===== src/rtl/muldiv_pkg.sv =====
// Shared encodings and defaults for the iterative multiply/divide unit.
package muldiv_pkg;

  localparam int W_DEFAULT = 32;

  typedef enum logic [2:0] {
    OP_MULTU = 3'd0,
    OP_MULT  = 3'd1,
    OP_DIVU  = 3'd2,
    OP_DIV   = 3'd3,
    OP_MTHI  = 3'd4,
    OP_MTLO  = 3'd5
  } op_e;

  typedef enum logic [2:0] {
    IDLE,
    MUL,
    DIV,
    FIX,
    DONE
  } state_e;

endpackage


===== src/rtl/muldiv_if.sv =====
// Request/result bundle between the datapath controller and the multiply/divide unit.
interface muldiv_if
  import muldiv_pkg::*;
#(
  parameter int W = W_DEFAULT
);

  logic         start;
  logic [2:0]   op;
  logic [W-1:0] a;
  logic [W-1:0] b;
  logic         flush;
  logic         busy;
  logic         done;
  logic         div_by_zero;
  logic [W-1:0] hi;
  logic [W-1:0] lo;

  modport master (
    output start, op, a, b, flush,
    input  busy, done, div_by_zero, hi, lo
  );

  modport slave (
    input  start, op, a, b, flush,
    output busy, done, div_by_zero, hi, lo
  );

endinterface


===== src/rtl/muldiv_core.sv =====
// One radix-2 iteration: shift-add for multiply, restoring trial subtract for divide.
module muldiv_core #(
  parameter int W = 32
) (
  input  logic         is_div,
  input  logic [W-1:0] acc,
  input  logic [W-1:0] mq,
  input  logic [W-1:0] opnd,
  output logic [W-1:0] acc_next,
  output logic [W-1:0] mq_next
);

  logic [W:0] sum;
  logic [W:0] shifted;
  logic       fits;

  // NOTE: every always_comb output gets a default first so no path can infer a latch.
  always_comb begin
    sum      = '0;
    shifted  = '0;
    fits     = 1'b0;
    acc_next = acc;
    mq_next  = mq;
    if (is_div) begin
      // Remainder stays below the divisor, so the difference always fits in W bits.
      shifted  = {acc, mq[W-1]};
      fits     = shifted >= {1'b0, opnd};
      acc_next = fits ? (shifted[W-1:0] - opnd) : shifted[W-1:0];
      mq_next  = {mq[W-2:0], fits};
    end else begin
      sum      = {1'b0, acc} + (mq[0] ? {1'b0, opnd} : {(W+1){1'b0}});
      acc_next = sum[W:1];
      mq_next  = {sum[0], mq[W-1:1]};
    end
  end

endmodule


===== src/rtl/muldiv_unit.sv =====
// Multi-cycle MULT/DIV unit with architectural HI/LO; one bit per cycle, flushable.
module muldiv_unit
  import muldiv_pkg::*;
#(
  parameter  int W  = W_DEFAULT,
  localparam int CW = $clog2(W) + 1
) (
  input logic     clk,
  input logic     rst_n,
  muldiv_if.slave bus
);

  state_e         state;
  logic [CW-1:0]  cnt;
  logic [W-1:0]   acc, mq, opnd;
  logic [W-1:0]   acc_next, mq_next;
  logic [W-1:0]   hi, lo;
  logic           busy, done, div_by_zero;
  logic           fix_mul, neg_q, neg_r;

  logic           signed_op, a_neg, b_neg;
  logic [W-1:0]   a_mag, b_mag;
  logic [2*W-1:0] prod_fix;
  logic [W-1:0]   quo_fix, rem_fix;

  always_comb begin
    signed_op = (bus.op == OP_MULT) || (bus.op == OP_DIV);
    a_neg     = signed_op && bus.a[W-1];
    b_neg     = signed_op && bus.b[W-1];
    a_mag     = a_neg ? -bus.a : bus.a;
    b_mag     = b_neg ? -bus.b : bus.b;
    prod_fix  = neg_q ? -{acc, mq} : {acc, mq};
    quo_fix   = neg_q ? -mq : mq;
    rem_fix   = neg_r ? -acc : acc;
  end

  muldiv_core #(.W(W)) u_core (
    .is_div   (state == DIV),
    .acc      (acc),
    .mq       (mq),
    .opnd     (opnd),
    .acc_next (acc_next),
    .mq_next  (mq_next)
  );

  // NOTE: sequential state uses non-blocking assignments only, so every register samples pre-edge values.
  always_ff @(posedge clk or negedge rst_n) begin
    // NOTE: datapath scratch registers are reset alongside HI/LO so a reset mid-operation leaves nothing stale.
    if (!rst_n) begin
      state       <= IDLE;
      cnt         <= '0;
      acc         <= '0;
      mq          <= '0;
      opnd        <= '0;
      hi          <= '0;
      lo          <= '0;
      busy        <= 1'b0;
      done        <= 1'b0;
      div_by_zero <= 1'b0;
      fix_mul     <= 1'b0;
      neg_q       <= 1'b0;
      neg_r       <= 1'b0;
    end else if (bus.flush) begin
      state       <= IDLE;
      busy        <= 1'b0;
      done        <= 1'b0;
      div_by_zero <= 1'b0;
    end else begin
      done        <= 1'b0;
      div_by_zero <= 1'b0;
      case (state)
        IDLE, DONE: begin
          state <= IDLE;
          if (bus.start) begin
            case (bus.op)
              OP_MULTU, OP_MULT: begin
                state   <= MUL;
                busy    <= 1'b1;
                cnt     <= CW'(W);
                acc     <= '0;
                mq      <= b_mag;
                opnd    <= a_mag;
                fix_mul <= 1'b1;
                neg_q   <= a_neg ^ b_neg;
                neg_r   <= 1'b0;
              end
              OP_DIVU, OP_DIV: begin
                if (bus.b == '0) begin
                  state       <= DONE;
                  done        <= 1'b1;
                  div_by_zero <= 1'b1;
                end else begin
                  state   <= DIV;
                  busy    <= 1'b1;
                  cnt     <= CW'(W);
                  acc     <= '0;
                  mq      <= a_mag;
                  opnd    <= b_mag;
                  fix_mul <= 1'b0;
                  neg_q   <= a_neg ^ b_neg;
                  neg_r   <= a_neg;
                end
              end
              OP_MTHI: begin
                hi    <= bus.a;
                state <= DONE;
                done  <= 1'b1;
              end
              OP_MTLO: begin
                lo    <= bus.a;
                state <= DONE;
                done  <= 1'b1;
              end
              default: begin
                state <= DONE;
                done  <= 1'b1;
              end
            endcase
          end
        end
        MUL, DIV: begin
          acc <= acc_next;
          mq  <= mq_next;
          cnt <= cnt - CW'(1);
          if (cnt == CW'(1)) state <= FIX;
        end
        FIX: begin
          if (fix_mul) begin
            hi <= prod_fix[2*W-1:W];
            lo <= prod_fix[W-1:0];
          end else begin
            hi <= rem_fix;
            lo <= quo_fix;
          end
          busy  <= 1'b0;
          done  <= 1'b1;
          state <= DONE;
        end
        default: state <= IDLE;
      endcase
    end
  end

  assign bus.busy        = busy;
  assign bus.done        = done;
  assign bus.div_by_zero = div_by_zero;
  assign bus.hi          = hi;
  assign bus.lo          = lo;

endmodule


===== src/flat_wrapper.sv =====
// flat-port wrapper written by rule: the top's interface ports become plain ports
module muldiv_unit_flat import muldiv_pkg::*;
#(
  parameter  int W  = W_DEFAULT,
  localparam int CW = $clog2(W) + 1
)
  (clk, rst_n, bus_start, bus_op, bus_a, bus_b, bus_flush, bus_busy, bus_done, bus_div_by_zero, bus_hi, bus_lo);
  muldiv_if #(.W(W)) bus_i ();
  input logic clk;
  input logic rst_n;
  input wire logic [$bits(bus_i.start)-1:0] bus_start;
  input wire logic [$bits(bus_i.op)-1:0] bus_op;
  input wire logic [$bits(bus_i.a)-1:0] bus_a;
  input wire logic [$bits(bus_i.b)-1:0] bus_b;
  input wire logic [$bits(bus_i.flush)-1:0] bus_flush;
  output wire logic [$bits(bus_i.busy)-1:0] bus_busy;
  output wire logic [$bits(bus_i.done)-1:0] bus_done;
  output wire logic [$bits(bus_i.div_by_zero)-1:0] bus_div_by_zero;
  output wire logic [$bits(bus_i.hi)-1:0] bus_hi;
  output wire logic [$bits(bus_i.lo)-1:0] bus_lo;
  assign bus_i.start = bus_start;
  assign bus_i.op = bus_op;
  assign bus_i.a = bus_a;
  assign bus_i.b = bus_b;
  assign bus_i.flush = bus_flush;
  assign bus_busy = bus_i.busy;
  assign bus_done = bus_i.done;
  assign bus_div_by_zero = bus_i.div_by_zero;
  assign bus_hi = bus_i.hi;
  assign bus_lo = bus_i.lo;
  muldiv_unit #(.W(W)) u_core (.clk(clk), .rst_n(rst_n), .bus(bus_i));
endmodule

===== config.mk =====
export PLATFORM = sky130hd
export DESIGN_NAME = muldiv_unit_flat
export DESIGN_NICKNAME = d
export VERILOG_FILES = /design/src/rtl/muldiv_pkg.sv /design/src/rtl/muldiv_if.sv /design/src/rtl/muldiv_core.sv /design/src/rtl/muldiv_unit.sv /design/src/flat_wrapper.sv
export SDC_FILE = /design/constraint.sdc
export NUM_CORES = 1
export LEC_CHECK = 0
export ABC_CLOCK_PERIOD_IN_PS = 4350
export BUFFER_PORTS_ARGS = -buffer_cell sky130_fd_sc_hd__buf_2
export CAP_MARGIN = 10
export CORE_MARGIN = 2
export CORE_UTILIZATION = 45
export CTS_BUF_LIST = sky130_fd_sc_hd__clkbuf_4
export CTS_CLUSTER_SIZE = 12
export DETAILED_ROUTE_END_ITERATION = 10
export SYNTH_ARGS = -nofsm -noshare
export SYNTH_HDL_FRONTEND = slang
export SYNTH_SLANG_ARGS = --single-unit

===== constraint.sdc =====
create_clock -name clk -period 4.35 [get_ports clk]
set_input_delay 0.87 -clock clk [delete_from_list [all_inputs] [get_ports clk]]
set_output_delay 0.87 -clock clk [all_outputs]
set_load 0.005 [all_outputs]

## Word-level counts from Yosys, hierarchy flattened

Cells that the tools add are included.
W data, S select, Z words.

| cells by class | value |
|---|---|
| add/subtract/negate cells | 8 |
| order comparisons | 1 |
| eq/ne operators | 20 |
| muxes and demuxes | 57 |
| bitwise operators | 2 |
| reduce and logical (&&, ||, !) cells | 19 |

Operator list:

| operator | count |
|---|---|
| $mux W32 | 19 |
| $pmux W32 S2 | 7 |
| $neg A32 Y32 | 4 |
| $mux W64 | 1 |
| $neg A64 Y64 | 1 |
| $add A32 B32 Y33 | 1 |
| $ge A33 B32 Y1 | 1 |
| $logic_not A32 Y1 | 1 |
| $sub A32 B32 Y32 | 1 |
| $pmux W6 S2 | 2 |
| $pmux W1 S2 | 7 |
| $mux W1 | 13 |
| $eq A3 B2 Y1 const B | 4 |
| $mux W3 | 4 |
| $mux W6 | 2 |
| $reduce_and A4 Y1 | 3 |
| $reduce_and A5 Y1 | 2 |
| $eq A3 B3 Y1 const B | 3 |
| $ne A3 B3 Y1 const B | 3 |
| $pmux W3 S3 | 1 |
| $ne A2 B2 Y1 const B | 4 |
| $ne A4 B4 Y1 const B | 2 |
| $reduce_or A2 Y1 | 4 |
| $eq A3 B1 Y1 const B | 2 |
| 11 further kinds | 15 |

| storage, ports and cells | value |
|---|---|
| register bits | 175 |
| input bits | 71 |
| output and inout port bits | 67 |
| logic and storage cells | 120 |

## Depth between registers and ports, before layout

Gate-level depths: netlist of run 1.

| depth | value |
|---|---|
| depth in word-level cells | 8 |
| mapped depth | 14 |
| gate-level depth less buffers | 13 |

## Cells and area by module

A second synthesis of run 1 with hierarchy kept.

| second synthesis, totals | value |
|---|---|
| cells, all modules | 1,987 |
| area total of the unflattened synthesis | 15,578.7 µm² |

By module, submodules not included:

| module | instances | cells an instance | area each (µm²) | seq. area each (µm²) |
|---|---|---|---|---|
| muldiv_unit | 1 | 1,289 | 10,898.0 | 4,379.2 |
| muldiv_core | 1 | 698 | 4,680.7 | 0.0 |

## Worst setup path after synthesis of run 1

Ideal clock, no wire load.

| path | value |
|---|---|
| path kind | input to register |
| from | input bus_b[0] |
| to | register u_core.mq[27] |
| setup time | 0.126 ns |
| data arrival time | 3.163 ns |
| required time | 4.224 ns |
| setup slack | 1.061 ns |
| stages on the path | 12 |
| path buffers | 2 |
| path through | inv_1 -> ha_1 -> nor4b_2 -> nand4_1 -> or3_1 -> or3_4 -> o21ai_2 -> a211o_1 -> buf_4 -> nor2_2 -> buf_6 -> a221o_1 |

| between the ends | value |
|---|---|
| word-level cells in the longest chain between the ends | 5 |
| elaborated cells between the ends (all ways) | 8 |
| those cells by class | add/sub: 1; eq/ne: 1; mux: 4; reduce/logical: 2 |

Ends and longest elaborated chain:

| item | RTL line | text |
|---|---|---|
| start, declared | flat_wrapper.sv:14 | `input wire logic [$bits(bus_i.b)-1:0] bus_b;` |
| $neg A32 Y32 | muldiv_unit.sv:31 | `b_mag = b_neg ? -bus.b : bus.b;` |
| $mux W32 | muldiv_unit.sv:31 |  |
| $pmux W32 S2 | muldiv_unit.sv:75 | `case (bus.op)` |
| $mux W32 | muldiv_unit.sv:74 | `if (bus.start) begin` |
| $pmux W32 S2 | muldiv_unit.sv:71 | `case (state)` |
| end signal, assigned | muldiv_unit.sv:81 | `mq <= b_mag;` |
| end signal, assigned | muldiv_unit.sv:97 | `mq <= a_mag;` |
| end signal, assigned | muldiv_unit.sv:123 | `mq <= mq_next;` |
| end, declared | muldiv_unit.sv:15 | `logic [W-1:0] acc, mq, opnd;` |

Several ways; a longest one is shown, not always the timed one. The select of a mux whose other input is x is not followed.
A chain may end at the register's enable or synchronous reset.

## Worst setup path after layout of run 1

| path | value |
|---|---|
| from | register u_core.acc[10] |
| to | register u_core.acc[20] |

| between the ends | value |
|---|---|
| word-level cells in the longest chain between the ends | 4 |
| elaborated cells between the ends (all ways) | 6 |
| those cells by class | add/sub: 2; order compare: 1; mux: 3 |

Ends and longest elaborated chain:

| item | RTL line | text |
|---|---|---|
| start, declared | muldiv_unit.sv:15 |  |
| start signal, assigned | muldiv_unit.sv:122 | `acc <= acc_next;` |
| $sub A32 B32 Y32 / $ge A33 B32 Y1 (equally long branches) | muldiv_core.sv:28, muldiv_core.sv:27 |  |
| $mux W32 | muldiv_core.sv:28 | `acc_next = fits ? (shifted[W-1:0] - opnd) : shifted[W-1:0];` |
| $mux W32 (*) | muldiv_core.sv:24 | `if (is_div) begin` |
| $pmux W32 S2 (*) | muldiv_unit.sv:71 |  |

Mark *: on every way between the ends. The rest lies on a longest branch, timed or not.

==> tab_implementation.tex, run 1 <==
\begin{tabular}{lr}
\hline
Metric & Value \\
\hline
\multicolumn{2}{l}{\textbf{Detailed routing}} \\
\quad Total via count in the routed design & 15881 \\
\quad WL/cell & 22.76 um \\
\quad Ratio of routed vias to standard cells & 6.106 \\
\quad Drt pass-1 iters & 6 \\
\quad Drt initial violations & 1890 \\
\quad Antenna-violating nets left & 0 \\
\quad DR DRC count & 0 \\
\quad Total wire length & 59.21 mm \\
\multicolumn{2}{l}{\textbf{Timing}} \\
\quad Actual transition at the worst max-transition pin & 1.148 ns \\
\quad Portion of the clock cycle consumed by the worst path in the final layout & 0.8679 \\
\quad Final Max Slew Viols & 0 \\
\quad Finish-stage setup viols & 0 \\
\quad Final Hold Vio Count & 0 \\
\quad Relative slew slack & 0.2343 \\
\quad Highest Clock Rate & 264.9 MHz \\
\quad Tmin final & 3.775 ns \\
\quad Summed negative setup slack over all endpoints & 0 ns \\
\quad Setup repair after global routing missed its margin & false \\
\quad Final Skew & 0.02927 ns \\
\multicolumn{2}{l}{\textbf{Die}} \\
\quad Die Span X & 189.6 um \\
\quad Core ar. & 0.03370 sq mm \\
\quad Initial cell density of the core & 0.4599 \\
\quad Die area & 0.03594 sq mm \\
\quad Chip Height & 189.6 um \\
\quad Placement Rows & 67 \\
\quad Top-level I/O count & 138 \\
\multicolumn{2}{l}{\textbf{Synth}} \\
\quad Top cells by instance count after synthesis & sky130\_fd\_sc\_hd\_\_nand2\_1, sky130\_fd\_sc\_hd\_\_nor2\_1, sky130\_fd\_sc\_hd\_\_dfrtp\_1 \\
\quad Number of synthesized flops with an enable pin & 0 \\
\quad Most frequent cell after synthesis & sky130\_fd\_sc\_hd\_\_nand2\_1 \\
\quad Syn\_nets & 2189 \\
\quad Portion of synthesized cell area occupied by the leading cell type & 0.2826 \\
\quad Number of unique standard cell types used by synthesis & 89 \\
\quad Most instantiated flip-flop cell in the synthesis netlist & sky130\_fd\_sc\_hd\_\_dfrtp\_1 \\
\quad Post-synthesis area per instance & 7.575 sq um \\
\quad Synth Cell Area & 0.01550 sq mm \\
\quad Gate count of the mapped netlist & 2046 \\
\quad Cell type with the largest total area after synthesis & sky130\_fd\_sc\_hd\_\_dfrtp\_1 \\
\quad Share of the yosys chip area belonging to registers & 0.2826 \\
\quad Number of storage elements in the synthesis netlist & 175 \\
\quad Share of async-settable or async-resettable flops after synthesis & 1.000 \\
\quad Main area contributors after synthesis & sky130\_fd\_sc\_hd\_\_dfrtp\_1, sky130\_fd\_sc\_hd\_\_nand2\_1, sky130\_fd\_sc\_hd\_\_xnor2\_1, sky130\_fd\_sc\_hd\_\_ha\_1, sky130\_fd\_sc\_hd\_\_a21oi\_1 \\
\quad Synth Warn \# & 0 \\
\multicolumn{2}{l}{\textbf{Setup path}} \\
\quad Maximum fanout along the worst path & 22 \\
\quad Critical path required time & 4.93 ns \\
\quad Register-to-Register Setup Slack & 0.57 ns \\
\quad Critical Path AT & 4.36 ns \\
\quad Launch point of the worst reg-to-reg path & u\_core.acc[10]\$\_DFFE\_PN0P\_ \\
\quad Worst Setup Path Type & flip-flop to flip-flop \\
\quad Nature of the critical path endpoint & flip-flop \\
\quad Worst Setup Start Kind & flip-flop \\
\quad Reg-to-reg endpoint & u\_core.acc[20]\$\_DFFE\_PN0P\_ \\
\quad Worst R2R Path Depth & 11 \\
\multicolumn{2}{l}{\textbf{CTS}} \\
\quad Clock insertion delay at the later pin of the skew report & 0.68 ns \\
\quad CTS Root Cell & sky130\_fd\_sc\_hd\_\_clkbuf\_4 \\
\quad TritonCTS clock tree & yes \\
\quad CTS clock-pin slew for the worst setup and hold paths & 0.16 ns \\
\quad Post-CTS setup repair buffer count & 0 \\
\quad Hold-fix buffers at CTS & 0 \\
\quad Post\_cts resized & 0 \\
\quad Total clock sinks & 175 \\
\quad Cts bufs inserted & 17 \\
\quad Buffer levels on the longest clock path & 2 \\
\quad \# H-tree levels & 4 \\
\multicolumn{2}{l}{\textbf{Placement}} \\
\quad PortBufs & 137 \\
\quad Final weighted congestion in routability-driven placement & 0.9412 \\
\quad HPWL after DPL & 46.08 mm \\
\multicolumn{2}{l}{\textbf{GRT}} \\
\quad Vias in the first global route & 14699 \\
\quad Wire length of the first global-routing pass & 89.71 mm \\
\quad Initial antenna violation count & 1 \\
\quad Total congestion overflow after global routing & 0 \\
\quad Pin count of the biggest net entering global routing & 82 \\
\quad GRT Util Overall & 0.3298 \\
\multicolumn{2}{l}{\textbf{Power}} \\
\quad Sequential share of power & 0.256 \\
\quad Pwr Density & 713.3 mW/mm\^{}2 \\
\quad Static Leakage & 7.645 nW \\
\quad Switching Fraction & 0.5120 \\
\quad Cell-internal power & 0.005963 W \\
\quad Net load switching power & 0.006257 W \\
\quad Share of total power in the clock network & 0.096 \\
\quad Post-layout total power & 0.01222 W \\
\quad Peak supply drop & 279.4 uV \\
\quad Combinational share of power & 0.648 \\
\multicolumn{2}{l}{\textbf{Min path}} \\
\quad Path class of the lowest-slack min-delay path & input pin to asynchronous set/reset pin \\
\multicolumn{2}{l}{\textbf{Final layout}} \\
\quad Layout cell share with drive strength beyond 1 & 0.1340 \\
\quad Area of the multi-input gates & 0.01035 sq mm \\
\quad Number of fillers in the final layout & 3420 \\
\quad Synth-to-layout area growth & 10.54\% \\
\quad Area taken by flip-flops and latches & 0.004379 sq mm \\
\quad Post-layout net count & 2280 \\
\multicolumn{2}{l}{\textbf{Job}} \\
\quad Max-cap violations & 0 \\
\multicolumn{2}{l}{\textbf{Run status}} \\
\quad Status & finished clean \\
\hline
\end{tabular}
[sequential cells by signal (all words and copies together) (netlist names)]
name and flops:
u_core.acc 32, u_core.bus.hi 32, u_core.bus.lo 32, u_core.mq 32, u_core.opnd 32, u_core.cnt 6
u_core.state 3, u_core.bus.busy 1, u_core.bus.div_by_zero 1, u_core.bus.done 1, u_core.fix_mul 1, u_core.neg_q 1
u_core.neg_r 1
[routing by layer]
| layer | vias up | track usage | share of wire | wire, um |
|---|---|---|---|---|
| li1 | 7506 | - | - | - |
| met2 | 689 | 0.4927 | 0.42 | 25080 |
| met5 | - | 0 | 0 | 0 |
| met3 | 75 | 0.05663 | 0.086 | 5071 |
| met4 | 0 | 0.1243 | 0.037 | 2176 |
| met1 | 7611 | 0.4757 | 0.45 | 26880 |
[metrics by stage]
step                      worst slack (ns)    util  instances  hold WS, ns  area, sq um
final                               0.5746  0.5084       2601       0.1207        17130
after global routing                0.3473  0.5082       2599       0.1527        17130
after CTS                           0.6174  0.5082       2598       0.1480        17130
after detailed placement            0.3732  0.4981       2566       0.4634        16780
after global placement              0.5199  0.4981       2566       0.4554        16780
after floorplan                      1.061       -       2046       0.4639        15500
[worst max-delay path by stage]
| stage | depth (start not counted) | startpoint | to |
|---|---|---|---|
| after global routing | 17 | u_core.mq[0]$_DFFE_PN0P_ | u_core.acc[27]$_DFFE_PN0P_ |
| final | 11 | u_core.acc[10]$_DFFE_PN0P_ | u_core.acc[20]$_DFFE_PN0P_ |
| after CTS | 11 | u_core.acc[10]$_DFFE_PN0P_ | u_core.acc[20]$_DFFE_PN0P_ |
| after detailed placement | 13 | bus_b[0] | u_core.opnd[11]$_DFFE_PN0P_ |
| after floorplan | 12 | bus_b[0] | u_core.mq[27]$_DFFE_PN0P_ |
| after global placement | 13 | bus_b[0] | u_core.acc[31]$_DFFE_PN0P_ |
[worst max-delay path: stages, from the launching register on]
cell and delay, ns:
sky130_fd_sc_hd__dfrtp_1 0.57, sky130_fd_sc_hd__ha_1 0.48, sky130_fd_sc_hd__and2_1 0.17, sky130_fd_sc_hd__and3_1 0.18, sky130_fd_sc_hd__o2111ai_1 0.17, sky130_fd_sc_hd__a21oi_1 0.33
sky130_fd_sc_hd__a21oi_1 0.23, sky130_fd_sc_hd__o21ai_4 0.68, sky130_fd_sc_hd__buf_4 0.36, sky130_fd_sc_hd__mux2i_1 0.22, sky130_fd_sc_hd__a21oi_1 0.08, sky130_fd_sc_hd__a21o_1 0.18
[power groups by stage]
| stage | logic, W | registers, W | clock network, W |
|---|---|---|---|
| global route | 0.00872 | 0.00321 | 0.00125 |
| detailed placement | 0.00777 | 0.00313 | 0 |
| finish | 0.00792 | 0.00313 | 0.00117 |
| floorplan | 0.00553 | 0.00287 | 0 |
| CTS | 0.00782 | 0.00309 | 0.00117 |
| global placement | 0.00771 | 0.00312 | 0 |
[cell type report]
cell class                      instances  area share
Multi-Input combinational cell       1666      0.6041
Sequential cell                       175      0.2556
Timing Repair Buffer                  201     0.07062
Tap cell                              448     0.03272
Inverter                               76     0.01665
Clock inverter                         14     0.01198
Clock buffer                           18    0.007887
Antenna cell                            3   0.0004382
[cell usage in the layout (no fill, tap or decap), types with 9 or more instances in the layout]
cell,netlist,routed
sky130_fd_sc_hd__o31ai_1,43,43
sky130_fd_sc_hd__clkbuf_4,0,18
sky130_fd_sc_hd__mux2i_1,26,26
sky130_fd_sc_hd__or3_1,21,21
sky130_fd_sc_hd__and3_1,17,17
sky130_fd_sc_hd__inv_1,75,75
sky130_fd_sc_hd__and2_1,12,12
sky130_fd_sc_hd__a211oi_1,23,22
sky130_fd_sc_hd__a21o_1,45,45
sky130_fd_sc_hd__o21bai_1,10,9
sky130_fd_sc_hd__dfrtp_1,175,175
sky130_fd_sc_hd__nand2b_1,20,18
sky130_fd_sc_hd__xor2_1,58,58
sky130_fd_sc_hd__buf_2,15,136
sky130_fd_sc_hd__o21ai_1,14,14
sky130_fd_sc_hd__buf_4,2,61
sky130_fd_sc_hd__nor3_1,48,48
sky130_fd_sc_hd__a31oi_1,38,38
sky130_fd_sc_hd__or2_2,9,9
sky130_fd_sc_hd__a21boi_0,9,9
sky130_fd_sc_hd__nor2b_1,11,9
sky130_fd_sc_hd__o211ai_1,36,36
sky130_fd_sc_hd__nor2_1,186,186
sky130_fd_sc_hd__o21ai_0,171,171
sky130_fd_sc_hd__nand3_1,30,30
sky130_fd_sc_hd__o21a_1,11,11
sky130_fd_sc_hd__or4_1,11,11
sky130_fd_sc_hd__nor4_1,19,19
sky130_fd_sc_hd__nand4_1,10,10
sky130_fd_sc_hd__nand2_1,301,301
sky130_fd_sc_hd__a21oi_1,173,173
sky130_fd_sc_hd__ha_1,70,70
sky130_fd_sc_hd__o221ai_1,9,9
sky130_fd_sc_hd__o41ai_1,9,9
sky130_fd_sc_hd__xnor2_1,111,111
[logic make-up after synthesis]
| logic type | synth area share |
|---|---|
| and+or+nand+nor | 0.2145 |
| AOI/OAI and AO/OA | 0.2729 |
| buffers and inverters | 0.05288 |
| DFF | 0.2826 |
| xor gates and xnor gates | 0.09550 |
| adders and majority gates | 0.05909 |
| muxes | 0.02260 |
(Power assumes the default switching activity.)
==> inputs of run 2 (changes only) <==
- ABC_AREA: unset -> 1
- BUFFER_PORTS_ARGS: -buffer_cell sky130_fd_sc_hd__buf_2 -> -buffer_cell sky130_fd_sc_hd__buf_4
==> tab_implementation.tex, run 2 <==
\begin{tabular}{lr}
\hline
Metric & Value \\
\hline
\multicolumn{2}{l}{\textbf{Detailed routing}} \\
\quad DR DRC count & 0 \\
\quad Drt initial violations & 3273 \\
\quad Ratio of routed vias to standard cells & 5.884 \\
\quad Total via count in the routed design & 22828 \\
\quad Antenna-violating nets left & 0 \\
\quad Drt pass-1 iters & 6 \\
\quad Total wire length & 87.69 mm \\
\quad WL/cell & 22.60 um \\
\multicolumn{2}{l}{\textbf{Die}} \\
\quad Die Span X & 208.2 um \\
\quad Initial cell density of the core & 0.4575 \\
\quad Placement Rows & 74 \\
\quad Die area & 0.04335 sq mm \\
\quad Top-level I/O count & 138 \\
\quad Core ar. & 0.04102 sq mm \\
\quad Chip Height & 208.2 um \\
\multicolumn{2}{l}{\textbf{Setup path}} \\
\quad Crit path from & u\_core.acc[22]\$\_DFFE\_PN0P\_ \\
\quad Nature of the critical path endpoint & flip-flop \\
\quad Cell-by-cell trace of the critical path & ha\_1 -> nand2\_1 -> nor2\_1 -> nand2\_1 -> nor2\_2 -> nand2\_1 -> nand2\_2 -> nor2\_4 -> buf\_4 -> nand2\_1 -> nand2\_1 -> a21oi\_1 -> o21ai\_0 \\
\quad Critical Path AT & 3.84 ns \\
\quad Buffers \& Inverters on Critical Path & 1 \\
\quad Critical-path cell with the highest stage delay & sky130\_fd\_sc\_hd\_\_dfrtp\_1 \\
\quad Cell mode on critical path & sky130\_fd\_sc\_hd\_\_nand2\_1 \\
\quad Family of cells with the greatest summed delay on the critical path & simple AND/OR/NAND/NOR gates \\
\quad Largest incremental delay on the critical path & 0.63 ns \\
\quad Critical path required time & 4.92 ns \\
\quad Launch point of the worst reg-to-reg path & u\_core.acc[22]\$\_DFFE\_PN0P\_ \\
\quad Worst Setup Start Kind & flip-flop \\
\quad Worst Setup Path Type & flip-flop to flip-flop \\
\quad Maximum fanout along the worst path & 15 \\
\multicolumn{2}{l}{\textbf{Synth}} \\
\quad Number of synthesized flops with an enable pin & 0 \\
\quad Number of unique standard cell types used by synthesis & 51 \\
\quad Portion of synthesized cell area occupied by the leading cell type & 0.2334 \\
\quad Share of the yosys chip area belonging to registers & 0.2334 \\
\quad Post-synthesis area per instance & 5.769 sq um \\
\quad Most frequent cell after synthesis & sky130\_fd\_sc\_hd\_\_nand2\_1 \\
\quad Synth Cell Area & 0.01877 sq mm \\
\quad Number of storage elements in the synthesis netlist & 175 \\
\quad Syn\_nets & 3396 \\
\quad Synth Warn \# & 0 \\
\quad Most instantiated flip-flop cell in the synthesis netlist & sky130\_fd\_sc\_hd\_\_dfrtp\_1 \\
\quad Cell type with the largest total area after synthesis & sky130\_fd\_sc\_hd\_\_dfrtp\_1 \\
\quad Gate count of the mapped netlist & 3253 \\
\quad Top cells by instance count after synthesis & sky130\_fd\_sc\_hd\_\_nand2\_1, sky130\_fd\_sc\_hd\_\_inv\_1, sky130\_fd\_sc\_hd\_\_nor2\_1 \\
\quad Main area contributors after synthesis & sky130\_fd\_sc\_hd\_\_dfrtp\_1, sky130\_fd\_sc\_hd\_\_nand2\_1, sky130\_fd\_sc\_hd\_\_nand3\_1, sky130\_fd\_sc\_hd\_\_inv\_1, sky130\_fd\_sc\_hd\_\_nor2\_1 \\
\quad Share of async-settable or async-resettable flops after synthesis & 1.000 \\
\multicolumn{2}{l}{\textbf{Power}} \\
\quad Static Leakage & 10.74 nW \\
\quad Combinational share of power & 0.691 \\
\quad Cell-internal power & 0.005563 W \\
\quad Sequential share of power & 0.235 \\
\quad Peak supply drop & 409.1 uV \\
\quad Net load switching power & 0.008167 W \\
\quad Share of total power in the clock network & 0.075 \\
\quad Pwr Density & 670.0 mW/mm\^{}2 \\
\quad Switching Fraction & 0.5948 \\
\multicolumn{2}{l}{\textbf{Timing}} \\
\quad Highest Clock Rate & 306.0 MHz \\
\quad Setup repair after global routing missed its margin & false \\
\quad Relative slew slack & 0.2159 \\
\quad Actual transition at the worst max-transition pin & 1.176 ns \\
\quad Tmin final & 3.268 ns \\
\quad Summed negative setup slack over all endpoints & 0 ns \\
\quad Finish-stage setup viols & 0 \\
\quad Final Max Slew Viols & 0 \\
\quad Final Hold Vio Count & 0 \\
\quad Final Skew & 0.03643 ns \\
\quad Portion of the clock cycle consumed by the worst path in the final layout & 0.7513 \\
\multicolumn{2}{l}{\textbf{GRT}} \\
\quad Vias in the first global route & 20352 \\
\quad Total congestion overflow after global routing & 0 \\
\quad Pin count of the biggest net entering global routing & 95 \\
\quad GRT Util Overall & 0.3966 \\
\quad Wire length of the first global-routing pass & 128.8 mm \\
\quad Initial antenna violation count & 1 \\
\multicolumn{2}{l}{\textbf{Job}} \\
\quad Max-cap violations & 0 \\
\multicolumn{2}{l}{\textbf{Final layout}} \\
\quad Highest-count cells in the layout ignoring fill and taps & sky130\_fd\_sc\_hd\_\_nand2\_1, sky130\_fd\_sc\_hd\_\_inv\_1, sky130\_fd\_sc\_hd\_\_nor2\_1 \\
\quad Util after Layout & 0.4996 \\
\quad Number of fillers in the final layout & 4423 \\
\quad Synth-to-layout area growth & 9.201\% \\
\quad Most common cell after layout, fill and taps aside & sky130\_fd\_sc\_hd\_\_nand2\_1 \\
\quad Layout cell share with drive strength beyond 1 & 0.08455 \\
\quad Post-layout net count & 3477 \\
\multicolumn{2}{l}{\textbf{CTS}} \\
\quad Total clock sinks & 175 \\
\quad Cts bufs inserted & 17 \\
\quad \# H-tree levels & 4 \\
\quad Post-CTS setup repair buffer count & 0 \\
\quad CTS Root Cell & sky130\_fd\_sc\_hd\_\_clkbuf\_4 \\
\quad CTS clock-pin slew for the worst setup and hold paths & 0.19 ns \\
\quad Post\_cts resized & 0 \\
\quad Hold-fix buffers at CTS & 0 \\
\quad Clock insertion delay at the later pin of the skew report & 0.68 ns \\
\quad Buffer levels on the longest clock path & 2 \\
\quad TritonCTS clock tree & yes \\
\multicolumn{2}{l}{\textbf{Placement}} \\
\quad HPWL after DPL & 71.69 mm \\
\quad Final weighted congestion in routability-driven placement & 1.080 \\
\quad PortBufs & 137 \\
\multicolumn{2}{l}{\textbf{Run status}} \\
\quad Status & finished clean \\
\multicolumn{2}{l}{\textbf{Min path}} \\
\quad Path class of the lowest-slack min-delay path & input pin to asynchronous set/reset pin \\
\hline
\end{tabular}
## run 2: cell count changes after synthesis, sizes merged, moves of 26 or more
cell	change
nand2	+706
inv	+378
nand3	+350
nor2	+233
xnor2	-95
nand4	+51
clkbuf	-50
a21o	-43
o31ai	-40
o21ai	+30
mux2i	-26
or3	-26
## run 2: final cells by class
cell class	count	area [sq um]	area share
Multi-Input combinational cell	2521	12170	0.5938
Clock inverter	15	165.2	0.008060
Antenna cell	1	2.502	0.0001221
Sequential cell	175	4380	0.2138
Clock buffer	17	127.6	0.006228
Timing Repair Buffer	164	1272	0.06210
Inverter	455	1710	0.08347
Tap cell	532	665.6	0.03248
## run 2: path summary, 6_finish.rpt
path	end	slack [ns]	cells after the start
worst max-delay path	u_core.acc[19]$_DFFE_PN0P_	1.08	13
worst min-delay path	u_core.acc[14]$_DFFE_PN0P_	0.31	1
worst max register to register	u_core.acc[19]$_DFFE_PN0P_	1.08	13
worst min register to register	u_core.bus.lo[8]$_DFFE_PN0P_	0.51	2
max in group asynchronous	u_core.opnd[1]$_DFFE_PN0P_	3.01	2
min in group clk	u_core.state[2]$_DFFE_PN0P_	0.42	2
## run 2: cell families (layout without fill, tap and decap cells)
logic type | Yosys count | in the layout | share of synthesized area
other | 0 | 1 | 0
adders and majority gates | 72 | 72 | 0.04881
and+or+nand+nor | 1929 | 1929 | 0.4368
DFF | 175 | 175 | 0.2334
xor gates and xnor gates | 55 | 55 | 0.02567
buffers and inverters | 557 | 651 | 0.1190
AOI/OAI and AO/OA | 465 | 465 | 0.1364
## run 2: routing by layer
layer | vias up | global-route usage | wire (um)
met3 | 171 | 0.09525 | 11150
met4 | 0 | 0.1521 | 3530
met5 | - | 0 | 0
li1 | 10613 | - | -
met2 | 1455 | 0.5605 | 35400
met1 | 10589 | 0.5782 | 37610
## run 2: stage by stage
| step | setup slack [ns] | area (sq um) | power [W] | std cells | hold slack (ns) |
|---|---|---|---|---|---|
| floorplan | 1.624 | 18770 | 0.008895 | 3253 | 0.4725 |
| global placement | 0.8810 | 20200 | 0.01230 | 3847 | 0.4674 |
| detailed placement | 0.8473 | 20200 | 0.01234 | 3847 | 0.4685 |
| CTS | 1.242 | 20490 | 0.01337 | 3879 | 0.3101 |
| global route | 1.029 | 20490 | 0.01469 | 3880 | 0.3598 |
| finish | 1.082 | 20490 | 0.01373 | 3880 | 0.3072 |
## run 2: power by group through the flow
| stage | clock network, W | logic, W | registers (W) |
|---|---|---|---|
| 2_1_floorplan | 0 | 0.00604 | 0.00286 |
| 3_3_place_gp | 0 | 0.00913 | 0.00316 |
| 3_5_place_dp | 0 | 0.00915 | 0.00319 |
| 4_1_cts | 0.00102 | 0.00919 | 0.00315 |
| 5_1_grt | 0.00108 | 0.0103 | 0.00327 |
| 6_report | 0.00102 | 0.00949 | 0.00322 |
